### src/rtl/vram_arbiter.sv
// N-client arbiter for the single-port VRAM. Client 0 (video) always wins; the rest share
// the remaining cycles by round-robin or fixed priority. Reads return after one cycle.
module vram_arbiter #(
   parameter int unsigned NUM_CLIENTS = 3,
   parameter int unsigned ADDR_W      = 16,
   parameter int unsigned DATA_W      = 16,
   parameter bit          RR_ENABLE   = 1'b1
) (
   input  logic                          clk,
   input  logic                          reset_i,
   input  logic [NUM_CLIENTS-1:0]        req_i,
   input  logic [NUM_CLIENTS-1:0]        wr_i,
   input  logic [NUM_CLIENTS*ADDR_W-1:0] addr_i,
   input  logic [NUM_CLIENTS*DATA_W-1:0] data_i,
   output logic [NUM_CLIENTS-1:0]        ack_o,
   output logic [NUM_CLIENTS-1:0]        rd_valid_o,
   output logic [NUM_CLIENTS*DATA_W-1:0] rd_data_o,
   output logic                          vram_sel_o,
   output logic                          vram_wr_o,
   output logic [ADDR_W-1:0]             vram_addr_o,
   output logic [DATA_W-1:0]             vram_data_o,
   input  logic [DATA_W-1:0]             vram_data_i
);

   localparam int unsigned IdW = (NUM_CLIENTS > 1) ? $clog2(NUM_CLIENTS) : 1;
   typedef logic [IdW-1:0] id_t;

   logic                   grant;
   id_t                    winner;
   logic                   other_found;
   id_t                    other_id;
   logic [NUM_CLIENTS-1:0] ack;
   logic [NUM_CLIENTS-1:0] rd_valid;
   logic                   pend_q;
   id_t                    pend_id_q;
   logic [DATA_W-1:0]      hold_q [NUM_CLIENTS];

   // Selection among clients 1..N-1; client 0 is handled separately below.
   generate
      if (NUM_CLIENTS == 1) begin : g_single
         assign other_found = 1'b0;
         assign other_id    = '0;
      end else if (RR_ENABLE) begin : g_rr
         localparam id_t LastId = id_t'(NUM_CLIENTS - 1);
         id_t rr_ptr_q;

         always_comb begin
            id_t cand;
            other_found = 1'b0;
            other_id    = '0;
            cand        = rr_ptr_q;
            for (int off = 1; off < int'(NUM_CLIENTS); off++) begin
               cand = (cand == LastId) ? id_t'(1) : cand + id_t'(1);
               if (!other_found && req_i[cand]) begin
                  other_found = 1'b1;
                  other_id    = cand;
               end
            end
         end

         // Only grants to clients 1..N-1 move the pointer.
         always_ff @(posedge clk) begin
            if (reset_i) begin
               rr_ptr_q <= LastId;
            end else if (grant && !req_i[0]) begin
               rr_ptr_q <= other_id;
            end
         end
      end else begin : g_fixed
         always_comb begin
            other_found = 1'b0;
            other_id    = '0;
            for (int k = int'(NUM_CLIENTS) - 1; k >= 1; k--) begin
               if (req_i[k]) begin
                  other_found = 1'b1;
                  other_id    = id_t'(k);
               end
            end
         end
      end
   endgenerate

   always_comb begin
      grant  = 1'b0;
      winner = '0;
      if (!reset_i) begin
         if (req_i[0]) begin
            grant = 1'b1;
         end else if (other_found) begin
            grant  = 1'b1;
            winner = other_id;
         end
      end
   end

   always_comb begin
      ack         = '0;
      vram_wr_o   = 1'b0;
      vram_addr_o = '0;
      vram_data_o = '0;
      if (grant) begin
         ack[winner] = 1'b1;
      end
      for (int k = 0; k < int'(NUM_CLIENTS); k++) begin
         if (ack[k]) begin
            vram_wr_o   = wr_i[k];
            vram_addr_o = addr_i[k*ADDR_W +: ADDR_W];
            vram_data_o = data_i[k*DATA_W +: DATA_W];
         end
      end
   end

   assign ack_o      = ack;
   assign vram_sel_o = grant;

   always_ff @(posedge clk) begin
      if (reset_i) begin
         pend_q    <= 1'b0;
         pend_id_q <= '0;
         for (int k = 0; k < int'(NUM_CLIENTS); k++) begin
            hold_q[k] <= '0;
         end
      end else begin
         pend_q    <= grant && !vram_wr_o;
         pend_id_q <= winner;
         if (pend_q) begin
            hold_q[pend_id_q] <= vram_data_i;
         end
      end
   end

   // Reset in the return cycle discards the pending read.
   always_comb begin
      rd_valid = '0;
      if (pend_q && !reset_i) begin
         rd_valid[pend_id_q] = 1'b1;
      end
   end

   assign rd_valid_o = rd_valid;

   always_comb begin
      rd_data_o = '0;
      for (int k = 0; k < int'(NUM_CLIENTS); k++) begin
         rd_data_o[k*DATA_W +: DATA_W] = rd_valid[k] ? vram_data_i : hold_q[k];
      end
   end

endmodule

### config.mk
export PLATFORM = sky130hd
export DESIGN_NAME = vram_arbiter
export DESIGN_NICKNAME = d
export VERILOG_FILES = /design/src/rtl/vram_arbiter.sv
export SDC_FILE = /design/constraint.sdc
export NUM_CORES = 1
export LEC_CHECK = 0
export BUFFER_PORTS_ARGS = -buffer_cell sky130_fd_sc_hd__buf_2
export CAP_MARGIN = 30
export CORE_MARGIN = 4
export CORE_UTILIZATION = 39
export DETAILED_ROUTE_END_ITERATION = 12
export GPL_TIMING_DRIVEN = 0
export PLACE_DENSITY = 0.85
export SETUP_SLACK_MARGIN = 0.2
export SLEW_MARGIN = 20
export SYNTH_ARGS = -nofsm -noshare
export SYNTH_HDL_FRONTEND = slang
export SYNTH_SLANG_ARGS = --single-unit
### constraint.sdc
create_clock -name clk -period 1.97 [get_ports clk]
set_clock_uncertainty 0.05 [all_clocks]
set_input_delay 0.394 -clock clk [delete_from_list [all_inputs] [get_ports clk]]
set_output_delay 0.394 -clock clk [all_outputs]
set_load 0.03 [all_outputs]
==> metrics.cfg <==
[detailed_routing]
drt-initial-drc-count=122
vias_per_cell=5.345
post_drt_wl_per_cell_um=21.91
drc=0
postRouteAntennaNets=0
wl_um=13650
vias=3330
first_pass_iters=4

[sta]
finalCriticalPeriod_ps=2284
max_freq_mhz=437.9
finalHoldViolCount=0
tns_ps=-20640
final.setup.worst_slack_ps=-313.6
finalCritPeriodShare_pct=115.9
rsz0062_at_grt=true
setup_viol=84
worst_pin_slew_ps=340.8
timing.slew.headroom_pct=76.96
final-max-slew-violation-count=0

[status]
outcome=complete, but fails checks
violations=setup timing

[global_routing]
grt_max_degree=17
grt_pass1_vias=3603
grt_usage_pct=24.96
antenna_found_initial=0
global_route.overflow_total=0
grt_pass1_wl_um=19180

[worst_setup_path]
crit_path_max_fanout=10
path_cells=and3b_4 -> nor4b_4 -> buf_6 -> buf_6 -> a221o_2 -> buf_6
critPathCaptureType=output port
cpMostUsedCell=buf_6
cp_slowest_cell=a221o_2
crit_family=buffers and inverters
cp_slowest_stage_delay_ps=390
arrival_ps=1840
start_kind=flip-flop
crit_buf_inv=3
critPathRequiredTime_ps=1530
critPathKind=reg -> out

[synth]
netlist_area_mm2=0.003306
syn_nets=387
ys_types=33
syn_inst=267
ys_seq_area_share_pct=46.63
post_synth.cell_area_avg_um2=12.38
ys_warn_count=0
synth-seq-cells=53

[clock_network]
root_buffer=clkbuf_8
cts_tree=done
ctsHoldBuffers=0
clock_latency_ps=300
clkTransAtPathRegs_ps=90
clk_path_buf_depth=2
clock_sinks=53
numCtsBuffers=5
htree_levels=2

[power]
pwr_density_cell_mw_per_mm2=529.4
power_uw=3162
leakagePower_uw=0.002758
ir_drop_mv=0.3448

[layout]
fin_cells=623
register_area_mm2=0.001558
fillCellCount=522
fin_area_mm2=0.005973
multi_input_area_mm2=0.001924
syn_to_final_growth_pct=80.70
diodes=0
nets=637
drive_gt1_share_pct=71.81

[placed_design]
place.port_buffers=205
dp.cells=577
hpwl_um=8498
placed_area_mm2=0.004717
gp_congestion=0.8381

[floorplanning]
dieArea_mm2=0.01001
fp-row-count=33
floorplan.initialDensity_pct=40.23
coreArea_mm2=0.008217
die_h_um=100.1
die_x_um=100.1
io_pins=208

[worst_hold_path]
hold_path.class=in -> reg

[flow_run]
maxCapViolCount=0

flip-flops by register name (all words and copies together) (netlist names):
register / flops
pend_q: 1
pend_id_q: 2
hold_q: 48
g_rr.rr_ptr_q: 2
metal layers:
metal  global-route usage, %  wire [um]
met5                       0          0
met4                   10.47        487
met3                   4.239        935
met2                   49.87       7554
met1                   25.00       4670
final timing paths:
kind,startpoint,endpoint,slack (ps),cells after the start
min reg2reg,g_rr.rr_ptr_q[0],pend_id_q[1],590,2
max,g_rr.rr_ptr_q[1],vram_data_o[5],-310,6
max reg2reg,pend_q,hold_q[1][14],220,5
min,wr_i[2],pend_q,320,3
cells in the mapped netlist:
| cell type | instances | area share [%] |
|---|---|---|
| a21oi_1 | 1 | 0.15 |
| a221o_1 | 32 | 9.7 |
| a22oi_1 | 1 | 0.23 |
| a2bb2oi_1 | 1 | 0.26 |
| and2_1 | 80 | 15 |
| and3b_4 | 1 | 0.38 |
| buf_2 | 12 | 1.8 |
| buf_4 | 3 | 0.68 |
| buf_6 | 3 | 1.0 |
| clkbuf_1 | 5 | 0.57 |
| dfxtp_1 | 5 | 3.0 |
| edfxtp_1 | 48 | 44 |
| inv_1 | 2 | 0.23 |
| mux2_1 | 4 | 1.4 |
| mux2_2 | 45 | 15 |
| mux2i_1 | 1 | 0.30 |
| nand2_1 | 1 | 0.11 |
| nand2b_1 | 1 | 0.19 |
| nor2_1 | 1 | 0.11 |
| nor2b_1 | 2 | 0.38 |
| nor3_1 | 1 | 0.15 |
| nor3_4 | 1 | 0.49 |
| nor4b_1 | 1 | 0.26 |
| nor4b_4 | 2 | 1.4 |
| nor4bb_1 | 2 | 0.61 |
| o21a_1 | 1 | 0.23 |
| o21ai_0 | 1 | 0.15 |
| o2bb2ai_1 | 1 | 0.26 |
| o31ai_1 | 1 | 0.23 |
| or2_2 | 4 | 0.76 |
| or3b_2 | 1 | 0.26 |
| or4_1 | 1 | 0.23 |
| or4bb_1 | 1 | 0.34 |
per-stage QoR:
stage                     hold WS (ps)  util, %  setup WS [ps]
after global placement           454.3    57.41         -284.1
after global routing             337.9    72.70         -353.3
after detailed placement         468.4    57.41         -310.8
after floorplan                  439.3        -         0.6810
final                            323.0    72.70         -313.6
after CTS                        323.3    70.41         -318.1
layout by cell type (no fill, tap or decap), types with 3 or more instances in the layout:
| master | count |
|---|---|
| buf_6 | 107 |
| clkbuf_8 | 6 |
| buf_4 | 14 |
| a221o_2 | 31 |
| buf_2 | 121 |
| buf_12 | 4 |
| dfxtp_4 | 4 |
| or2_4 | 5 |
| mux2_4 | 49 |
| clkbuf_16 | 3 |
| edfxtp_1 | 48 |
| buf_8 | 10 |
| and2_1 | 80 |
| clkbuf_1 | 3 |
power breakdown:
part / internal, uW / switching [uW]
clock: 247 / 354
sequential: 1290 / 28.6
combinational: 622 / 616
total: 2160 / 998
cell type report:
class                      instances  area share, %
buffer                            23          4.839
clock buffer                       6          1.215
clock inverter                     2         0.1676
inverter                           2         0.1257
multi-input combinational        192          32.22
sequential                        53          26.08
tap                              105          2.199
timing repair buffer             240          33.16
timing repair:
item                                    4_1_cts  5_1_grt
gates cloned                                  7        4
gates resized for setup                     237       20
setup buffers                                20        7
pin swaps                                    27       11
endpoints found under the setup margin      135      128
kinds of logic (layout without fill, tap and decap cells):
kind of cell	after synthesis	count (layout)	share of synthesized area [%]
AOI/OAI and AO/OA	39	39	11.20
buffers and inverters	25	273	4.315
DFF	53	53	46.63
muxes	50	50	16.99
and+or+nand+nor	100	103	20.86
tightest hold or removal path, cell delays in order:
cell     delay (ps)
buf_2            80
or4_4           120
o31ai_1          60
No activity file was read; power rests on OpenSTA's default activity.
